===== src/rtl/mips_cpu_muldiv.sv =====
// Iterative MIPS multiply/divide unit owning the HI/LO registers.
// Radix-2 shift-add multiply and restoring divide on operand magnitudes, sign-fixed in one extra cycle.
module mips_cpu_muldiv #(
  parameter int WIDTH = 32
) (
  input  logic             clk,
  input  logic             reset,
  input  logic             clk_enable,
  input  logic             start,
  input  logic [1:0]       op,
  input  logic [WIDTH-1:0] operand_a,
  input  logic [WIDTH-1:0] operand_b,
  input  logic             mthi,
  input  logic             mtlo,
  output logic             busy,
  output logic             done,
  output logic [WIDTH-1:0] hi,
  output logic [WIDTH-1:0] lo
);
  localparam int CW = $clog2(WIDTH) + 1;
  localparam logic [CW-1:0] LAST = CW'(WIDTH - 1);

  typedef enum logic [1:0] {IDLE, RUN, FIX, DONE} state_t;

  state_t             state_q, state_d;
  logic [CW-1:0]      count_q, count_d;
  logic               is_div_q, is_div_d;
  logic               sign_a_q, sign_a_d;
  logic               sign_b_q, sign_b_d;
  logic               b_zero_q, b_zero_d;
  logic [WIDTH-1:0]   a_q, a_d;
  logic [WIDTH-1:0]   mag_b_q, mag_b_d;
  logic [WIDTH-1:0]   hi_q, hi_d;
  logic [WIDTH-1:0]   lo_q, lo_d;
  logic [2*WIDTH-1:0] prod_q, prod_d;

  logic               in_signed;
  logic [WIDTH-1:0]   mag_a_in, mag_b_in;
  logic [WIDTH:0]     add_sum, div_shift, div_diff;
  logic [2*WIDTH-1:0] mul_next, div_next, prod_neg;
  logic [WIDTH-1:0]   quo, rem, fix_hi, fix_lo;

  // prod_q holds {accumulator, multiplier} for multiply and {remainder, quotient} for divide.
  always_comb begin
    in_signed = ~op[0];
    mag_a_in  = (in_signed && operand_a[WIDTH-1]) ? -operand_a : operand_a;
    mag_b_in  = (in_signed && operand_b[WIDTH-1]) ? -operand_b : operand_b;

    add_sum  = {1'b0, prod_q[2*WIDTH-1:WIDTH]} + (prod_q[0] ? {1'b0, mag_b_q} : '0);
    mul_next = {add_sum, prod_q[WIDTH-1:1]};

    div_shift = {prod_q[2*WIDTH-1:WIDTH], prod_q[WIDTH-1]};
    div_diff  = div_shift - {1'b0, mag_b_q};
    if (div_shift >= {1'b0, mag_b_q}) begin
      div_next = {div_diff[WIDTH-1:0], prod_q[WIDTH-2:0], 1'b1};
    end else begin
      div_next = {div_shift[WIDTH-1:0], prod_q[WIDTH-2:0], 1'b0};
    end

    prod_neg = (sign_a_q ^ sign_b_q) ? -prod_q : prod_q;
    quo      = prod_q[WIDTH-1:0];
    rem      = prod_q[2*WIDTH-1:WIDTH];
    if (!is_div_q) begin
      fix_hi = prod_neg[2*WIDTH-1:WIDTH];
      fix_lo = prod_neg[WIDTH-1:0];
    end else if (b_zero_q) begin
      fix_hi = a_q;
      fix_lo = '1;
    end else begin
      fix_hi = sign_a_q ? -rem : rem;
      fix_lo = (sign_a_q ^ sign_b_q) ? -quo : quo;
    end
  end

  always_comb begin
    state_d  = state_q;
    count_d  = count_q;
    is_div_d = is_div_q;
    sign_a_d = sign_a_q;
    sign_b_d = sign_b_q;
    b_zero_d = b_zero_q;
    a_d      = a_q;
    mag_b_d  = mag_b_q;
    hi_d     = hi_q;
    lo_d     = lo_q;
    prod_d   = prod_q;

    if (clk_enable) begin
      case (state_q)
        IDLE, DONE: begin
          if (start) begin
            state_d  = RUN;
            count_d  = '0;
            is_div_d = op[1];
            sign_a_d = in_signed & operand_a[WIDTH-1];
            sign_b_d = in_signed & operand_b[WIDTH-1];
            b_zero_d = (operand_b == '0);
            a_d      = operand_a;
            mag_b_d  = mag_b_in;
            prod_d   = {{WIDTH{1'b0}}, mag_a_in};
          end else begin
            state_d = IDLE;
            if (mthi) hi_d = operand_a;
            if (mtlo) lo_d = operand_a;
          end
        end
        RUN: begin
          prod_d  = is_div_q ? div_next : mul_next;
          count_d = count_q + 1'b1;
          if (count_q == LAST) state_d = FIX;
        end
        FIX: begin
          hi_d    = fix_hi;
          lo_d    = fix_lo;
          state_d = DONE;
        end
        default: state_d = IDLE;
      endcase
    end
  end

  always_ff @(posedge clk) begin
    if (reset) begin
      state_q  <= IDLE;
      count_q  <= '0;
      is_div_q <= 1'b0;
      sign_a_q <= 1'b0;
      sign_b_q <= 1'b0;
      b_zero_q <= 1'b0;
      a_q      <= '0;
      mag_b_q  <= '0;
      hi_q     <= '0;
      lo_q     <= '0;
      prod_q   <= '0;
    end else begin
      state_q  <= state_d;
      count_q  <= count_d;
      is_div_q <= is_div_d;
      sign_a_q <= sign_a_d;
      sign_b_q <= sign_b_d;
      b_zero_q <= b_zero_d;
      a_q      <= a_d;
      mag_b_q  <= mag_b_d;
      hi_q     <= hi_d;
      lo_q     <= lo_d;
      prod_q   <= prod_d;
    end
  end

  assign busy = (state_q == RUN) || (state_q == FIX);
  assign done = (state_q == DONE);
  assign hi   = hi_q;
  assign lo   = lo_q;

endmodule


===== config.mk =====
export PLATFORM = sky130hd
export DESIGN_NAME = mips_cpu_muldiv
export DESIGN_NICKNAME = d
export VERILOG_FILES = /design/src/rtl/mips_cpu_muldiv.sv
export SDC_FILE = /design/constraint.sdc
export NUM_CORES = 1
export LEC_CHECK = 0
export BUFFER_PORTS_ARGS = -buffer_cell sky130_fd_sc_hd__buf_2
export CORE_AREA = 2 2 193 195
export DETAILED_ROUTE_END_ITERATION = 7
export DIE_AREA = 0 0 195 197
export GPL_ROUTABILITY_DRIVEN = 0
export SYNTH_ARGS = -nofsm -noshare
export SYNTH_HDL_FRONTEND = slang
export SYNTH_SLANG_ARGS = --single-unit

===== constraint.sdc =====
create_clock -name clk -period 4 [get_ports clk]
set_input_delay 0.8 -clock clk [delete_from_list [all_inputs] [get_ports clk]]
set_output_delay 0.8 -clock clk [all_outputs]
set_load 0.01 [all_outputs]

### After elaboration in Yosys (flattened, before gate mapping)

Cells that the tools add are included.

| storage, ports and cells | value |
|---|---|
| logic and storage cells | 71 |
| bits of input ports | 72 |
| output and inout bits | 66 |
| register bits | 204 |

| operators by class | value |
|---|---|
| mux-type cells | 25 |
| reductions and logical operators | 13 |
| equal/unequal tests | 9 |
| bitwise operators | 4 |
| $add $sub $neg | 8 |
| magnitude comparators | 1 |

Operator list:

| cell | number |
|---|---|
| $mux 32 | 13 |
| $mux 64 | 4 |
| $neg 32->32 | 4 |
| $pmux 32 s2 | 2 |
| $pmux 64 s2 | 1 |
| $neg 64->64 | 1 |
| $add 32x32->33 | 1 |
| $ge 33x32->1 | 1 |
| $logic_not 32->1 | 1 |
| $sub 32x32->32 | 1 |
| $pmux 6 s2 | 1 |
| $ne 2x2->1 const B | 5 |
| $reduce_and 4->1 | 2 |
| $add 6x1->6 const B | 1 |
| $eq 6x5->1 const B | 1 |
| $mux 6 | 1 |
| $pmux 2 s3 | 1 |
| $reduce_and 3->1 | 2 |
| $eq 2x2->1 const B | 2 |
| $reduce_bool 2->1 | 2 |
| $and 1x1->1 | 2 |
| $eq 2x1->1 const B | 1 |
| $logic_and 1x1->1 | 2 |
| $logic_not 2->1 | 1 |
| other kinds (7) | 7 |

### Longest topological paths before layout

Gate-level depths: netlist of run 1.

| depth | value |
|---|---|
| word-level depth | 5 |
| mapped depth | 15 |

### Worst setup path after synthesis of run 1

Ideal clock, no wire load.

| timing path | value |
|---|---|
| path type | input port to flip-flop |
| from | input operand_b[8] |
| to | register mag_b_q[30] |
| setup slack | 0.890 ns |
| cell stages on the path | 7 |
| required time | 3.914 ns |
| arrival time | 3.024 ns |
| library setup time | 0.086 ns |
| path buffers | 0 |
| cells stage by stage | or4_1 or3_1 nor4_1 nand3_1 o31a_1 xnor2_1 a211oi_1 |

| on the way | value |
|---|---|
| cells in the longest elaborated chain, start to end | 2 |

RTL lines:

| what | line | source |
|---|---|---|
| start, declared | 12 | `input logic [WIDTH-1:0] operand_b,` |
| $neg 32->32 | 47 | `mag_b_in = (in_signed && operand_b[WIDTH-1]) ? -operand_b : operand_b;` |
| $mux 32 | 47 |  |
| end signal, assigned | 143 | `mag_b_q <= mag_b_d;` |
| end, declared | 32 | `logic [WIDTH-1:0] mag_b_q, mag_b_d;` |

No other way between the ends.
A chain may end at the register's enable or synchronous reset.

### Final worst setup path of run 1

| timing path | value |
|---|---|
| from | register prod_q[0] |
| to | register prod_q[58] |

| on the way | value |
|---|---|
| cells in the longest elaborated chain, start to end | 4 |

RTL lines:

| what | line | source |
|---|---|---|
| start, declared | 35 | `logic [2*WIDTH-1:0] prod_q, prod_d;` |
| start signal, assigned | 146 | `prod_q <= prod_d;` |
| $mux 32 | 49 | `add_sum = {1'b0, prod_q[2*WIDTH-1:WIDTH]} + (prod_q[0] ? {1'b0, mag_b_q} : '0);` |
| $add 32x32->33 | 49 |  |
| $mux 64 | 108 | `prod_d = is_div_q ? div_next : mul_next;` |
| $pmux 64 s2 | 89 | `case (state_q)` |

No other way between the ends.

==> impl_metrics.ini, run 1 <==
[clocking]
cts_tree = done
cts_made_buffers = 25
cts_setup_buffers = 0
root_buffer = clkbuf_16
clockBufferDepth = 3
clock_sinks = 204
cts_hold_buf = 0
clk_pin_slew_worst_paths_ps = 60
clk_latency_ps = 540
cts_htree_levels = 1
post_cts_resized = 0

[worst_setup_path]
worst_setup_path_start_kind = register
crit_fanout = 17
reg2reg_from = prod_q[0]
critPathKind = register to register
reg2reg_depth = 12
required_ps = 4450
r2r_end = prod_q[58]
cp_data_arrival_time_ps = 4160
reg2reg_slack_ps = 290
end_kind = register

[yosys]
synth_cell_types = 75
synth_seq_cells = 204
syn_nets = 2383
synth_edf_count = 0
ys_async_sr_fraction = 0
yosysTopAreaCell = dfxtp_1
synth_top_area_frac = 0.252
ys_top_cells_by_area = dfxtp_1, a21oi_1, nand2_1
syn_avg_cell_area_um2 = 7.24
yosys_warnings = 0
seq_area_frac_synth = 0.252
synthCells = 2237
synth_flop_cell = dfxtp_1
syn-cell-area_um2 = 16200

[hold_path]
min_to = lo[24]
hp-start = lo[24]
hold_class = register to register
holdPathStages = 2

[routing]
post_drt_via_cell_ratio = 6.05
drt_wl_total_mm = 55.9
num_vias = 16809
post-route-drc-count = 0
wl_per_cell_um = 20.1
ant_nets = 0
first_iter_violations = 1417
dr.pass1.iters = 6

[cells_and_area]
drive_gt1_frac = 0.116
layout_common_cells = nand2_1, a21oi_1, nor2_1, dfxtp_1, buf_2
nFillCells = 3665
multi_input_area_um2 = 11200
register_area_um2 = 4090
final_nets = 2440
mostFrequentLayoutCell = nand2_1
syn2layout_area_growth_pct = 12.2
utilization = 0.501

[place]
port_buffers = 137
dp_hpwl_mm = 41.4

[pwr]
peakVddDrop_v = 0.000260
p_leak_nw = 7.33
powerDensity_nw_per_um2 = 343

[floorplanning]
initial_core_util = 0.447
core_area_um2 = 36300
rows = 70
die_x_um = 195
die-area_um2 = 38400
chipHeight_um = 197
ios = 138

[timing]
fmax_ghz = 0.269
setup_violations = 0
finalHoldViolCount = 0
worst_pin_slew_ps = 1050
rsz0062_at_grt = false
finClkSkew_ps = 8.69
slew_viol_final = 0
relSlewSlack = 0.297
tns_ps = 0
fin_crit_ps = 3710
fin_crit_sh = 0.928

[global_routing]
overflow = 0
grt_max_degree = 98
grt_pass1_wl_mm = 88.2
antenna_found_initial = 1
grt_use_total = 0.284
grt_pass1_vias = 15863

[job]
drv_cap = 0

[outcome]
outcome = complete, no violations
-- worst max-delay path: stages, from the launching register on --
cell and delay (ps):
dfxtp_1 530, inv_1 150, buf_4 220, nor2_1 140, ha_1 310, a21oi_1 170
nor2b_1 70, o311ai_0 460, a21oi_1 260, a41oi_1 580, nor3_1 120, or4_1 490
o211ai_1 110
-- sequential cells by signal, indices dropped and copies added, names as in the netlist --
name / flops
prod_q: 64
a_q: 32
hi: 32
lo: 32
mag_b_q: 32
count_q: 6
state_q: 2
b_zero_q: 1
is_div_q: 1
sign_a_q: 1
sign_b_q: 1
-- through the flow --
| step | cell area, um^2 | total power [mW] | worst slack (ps) | instances | hold WS [ps] |
|---|---|---|---|---|---|
| global placement | 17300 | 3.85 | 294 | 2735 | 436 |
| global route | 18200 | 6.50 | 62.6 | 2778 | 471 |
| detailed placement | 17300 | 3.86 | 311 | 2735 | 440 |
| finish | 18200 | 6.23 | 287 | 2779 | 447 |
| floorplan | 16200 | 3.33 | 890 | 2237 | 432 |
| CTS | 18200 | 6.24 | 405 | 2778 | 448 |
-- worst max path at each step --
stage	start	depth (start not counted)	endpoint	slack (ps)
finish	prod_q[0]	12	prod_q[58]	290
global route	prod_q[0]	13	prod_q[58]	60
CTS	prod_q[0]	12	prod_q[58]	400
detailed placement	operand_a[19]	8	prod_q[31]	310
global placement	operand_a[19]	8	prod_q[31]	290
floorplan	operand_b[8]	7	mag_b_q[30]	890
-- synth_stat cells (38+ instances only) --
library cell	n
mux2i_1	56
a211oi_1	60
nor3_1	40
clkbuf_1	149
ha_1	72
dfxtp_1	204
xnor2_1	87
inv_1	72
xor2_1	94
o211ai_1	58
o21ai_0	108
nand2_1	309
o221ai_1	38
nor2_1	222
a21oi_1	249
-- metal layers --
layer / vias to the layer above / global-route usage / share of wire
met5: - / 0 / 0
met4: 0 / 0.108 / 0.037
met3: 123 / 0.0347 / 0.077
met2: 703 / 0.478 / 0.46
met1: 7799 / 0.372 / 0.43
li1: 8184 / - / -
-- logic make-up after synthesis --
kind of cell | count (synthesis) | synth area share
XOR/XNOR | 181 | 0.0979
AO/OA/AOI/OAI | 712 | 0.283
AND/OR/NAND/NOR | 764 | 0.214
flip-flops | 204 | 0.252
buffers and inverters | 243 | 0.0578
adder cells (fa/ha/maj) | 74 | 0.0581
multiplexers | 59 | 0.0367
-- cell type report --
cell class                 instances  area share
sequential                       204       0.225
clock buffer                      39      0.0428
multi-input combinational       1790       0.617
inverter                          73      0.0151
clock inverter                     4     0.00386
tap                              468      0.0322
timing repair buffer             200      0.0641
antenna                            1    0.000138
-- power breakdown --
group | total [mW] | leakage, nW | switching [mW] | internal, mW
clock | 2.39 | 0.421 | 0.938 | 1.45
combinational | 1.59 | 5.24 | 1.02 | 0.562
sequential | 2.26 | 1.66 | 0.104 | 2.15
(Power assumes the default switching activity.)
==> run 2, diff against run 1 <==
--- a/config.mk
+++ b/config.mk
@@ -5,10 +5,11 @@
 export SDC_FILE = /design/constraint.sdc
 export NUM_CORES = 1
 export LEC_CHECK = 0
+export ABC_AREA = 1
 export BUFFER_PORTS_ARGS = -buffer_cell sky130_fd_sc_hd__buf_2
-export CORE_AREA = 2 2 193 195
+export CORE_AREA = 2 2 209 211
 export DETAILED_ROUTE_END_ITERATION = 7
-export DIE_AREA = 0 0 195 197
+export DIE_AREA = 0 0 211 213
 export GPL_ROUTABILITY_DRIVEN = 0
 export SYNTH_ARGS = -nofsm -noshare
 export SYNTH_HDL_FRONTEND = slang
==> run 2 against run 1 <==
The flow now finishes with violations (design-rule violations). Count of clock-buffer cells in the layout decreased by 5. Synthesized area grew 17%. Critical path depth rose by 6. Cell count up 44%. First-iteration DRC count is 110% higher. Sequential share of layout area decreased by 3.0 points. Flip-flop and latch count unchanged. Non-clock buffer count is 17 lower.
==> impl_metrics.ini, run 2 <==
[outcome]
outcome = finished, violations left
violations = design-rule violations

[clocking]
cts_made_buffers = 26
cts_tree = done
cts_hold_buf = 0
clk_pin_slew_worst_paths_ps = 60
clockBufferDepth = 3
cts_setup_buffers = 0
cts_htree_levels = 1
clock_sinks = 204
root_buffer = clkbuf_16
post_cts_resized = 0
clk_latency_ps = 570

[cells_and_area]
final_cells = 4004
multi_input_area_um2 = 12500
drive_gt1_frac = 0.0839
regMostFlops = prod_q
diodes = 0
nFillCells = 4531
final_nets = 3587
register_area_um2 = 4090
utilization = 0.491
syn2layout_area_growth_pct = 10.9
layout_common_cells = nand2_1, inv_1, nor2_1, o21ai_0, a21oi_1
mostFrequentLayoutCell = nand2_1
largest_register_ffs = 64

[worst_setup_path]
reg2reg_depth = 18
end_kind = register
critPathKind = register to register
worst_setup_path_start_kind = register
r2r_end = prod_q[60]
reg2reg_slack_ps = 750
crit_fanout = 31
path_cells = buf_4 > nand2_1 > inv_1 > ha_1 > nand2_1 > inv_1 > nand2_1 > nand2_1 > nand2_1 > nand3_1 > nand2_1 > nand2_1 > nand2_1 > nand2_1 > nand2_1 > nand3_1 > nand3_1 > a21oi_1
cp_data_arrival_time_ps = 3650
cp_slowest_cell = dfxtp_1
required_ps = 4400
cpPeakStageDelay_ps = 590
reg2reg_from = prod_q[0]
cp_common_cell = nand2_1

[routing]
first_iter_violations = 3017
drt_wl_total_mm = 78.5
ant_nets = 0
post-route-drc-count = 1
num_vias = 22847
post_drt_via_cell_ratio = 5.71
wl_per_cell_um = 19.6
dr.pass1.iters = 8

[yosys]
synth_edf_count = 0
syn_avg_cell_area_um2 = 5.61
synth_seq_cells = 204
synth_flop_cell = dfxtp_1
synth_cell_types = 51
synth_top_area_frac = 0.216
syn-cell-area_um2 = 18900
yosysMostFrequentCell = nand2_1
seq_area_frac_synth = 0.216
ys_top_cells_by_area = dfxtp_1, nand2_1, inv_1
synth_commonest_cells = nand2_1, inv_1, nor2_1
yosys_warnings = 0
synthCells = 3371
ys_async_sr_fraction = 0
yosysTopAreaCell = dfxtp_1
syn_nets = 3517

[job]
drv_cap = 0

[hold_path]
min_to = a_q[29]
hold_class = register to register
hp-start = a_q[29]
holdPathStages = 2

[place]
dp_cells = 3959
port_buffers = 137
pre_cts_ws_ps = 908
dp_hpwl_mm = 61.3

[floorplanning]
die_x_um = 211
initial_core_util = 0.443
core_area_um2 = 42700
chipHeight_um = 213
die-area_um2 = 44900
rows = 76
ios = 138

[timing]
worst_pin_slew_ps = 870
setup_ws_ps = 750
rsz0062_at_grt = false
fin_crit_sh = 0.812
setup_violations = 0
finalHoldViolCount = 0
finClkSkew_ps = 34.7
tns_ps = 0
slew_viol_final = 0
fin_crit_ps = 3250
relSlewSlack = 0.415
fmax_ghz = 0.308

[global_routing]
grt_pass1_wl_mm = 118
antenna_found_initial = 0
grt_max_degree = 113
grt_use_total = 0.340
grt_pass1_vias = 20260
overflow = 0

[pwr]
powerDensity_nw_per_um2 = 355
p_leak_nw = 10.7
peakVddDrop_v = 0.000301
==> run 2: changes by cell type after synthesis, sizes merged, moves of 39 or more <==
cell and change:
a211oi -59, a21oi +69, clkbuf -47, inv +394, mux2i -56, nand2 +585
nand3 +214, nand4 +39, nor2 +179, o21ai +246, xnor2 -75
==> run 2: critical path: cells and delay by family, from the launching register on <==
kind / cells / cell delay [ps]
flops: 1 / 590
simple gates: 13 / 1500
compound gates: 1 / 70
fa+ha+maj: 1 / 280
buf+inv: 3 / 620
==> run 2: routing by layer <==
| layer | wire [um] | track usage |
|---|---|---|
| met5 | 0 | 0 |
| met4 | 2730 | 0.110 |
| met3 | 9530 | 0.0740 |
| met2 | 30900 | 0.479 |
| met1 | 35300 | 0.505 |
==> run 2: power by group <==
group | switching, mW | leakage, nW | internal (mW) | total (mW)
combinational | 1.87 | 8.63 | 0.746 | 2.62
clock | 1.00 | 0.409 | 1.44 | 2.44
sequential | 0.172 | 1.67 | 2.21 | 2.38
==> run 2: worst max path at each step <==
stage                       startpoint    endpoint  depth (start not counted)
after floorplan           operand_a[1]  prod_q[24]                         13
after global placement       prod_q[0]  prod_q[61]                         15
after detailed placement     prod_q[0]  prod_q[49]                         18
after CTS                    prod_q[0]  prod_q[61]                         15
after global routing         prod_q[0]  prod_q[61]                         16
final                        prod_q[0]  prod_q[60]                         18
==> run 2: stage by stage <==
step                      instance area (um^2)  hold WS [ps]  power, mW
after floorplan                          18900           430       4.07
after global placement                   20100           444       4.92
after detailed placement                 20100           451       4.94
after CTS                                21000           459       7.36
after global routing                     21000           473       7.80
final                                    21000           453       7.44
==> run 2: logic make-up after synthesis <==
logic type | share of synthesized area
fa+ha+maj | 0.0498
simple gates | 0.367
flops | 0.216
xor+xnor | 0.0333
compound gates | 0.210
buf+inv | 0.124
==> run 2: cell type report <==
| cell class | instances | share of cell area |
|---|---|---|
| well taps | 546 | 0.0326 |
| clock buffers | 34 | 0.0339 |
| multi-input cells | 2558 | 0.597 |
| clock inverters | 11 | 0.00722 |
| flip-flops and latches | 204 | 0.195 |
| inverters | 468 | 0.0839 |
| repair buffers | 183 | 0.0509 |
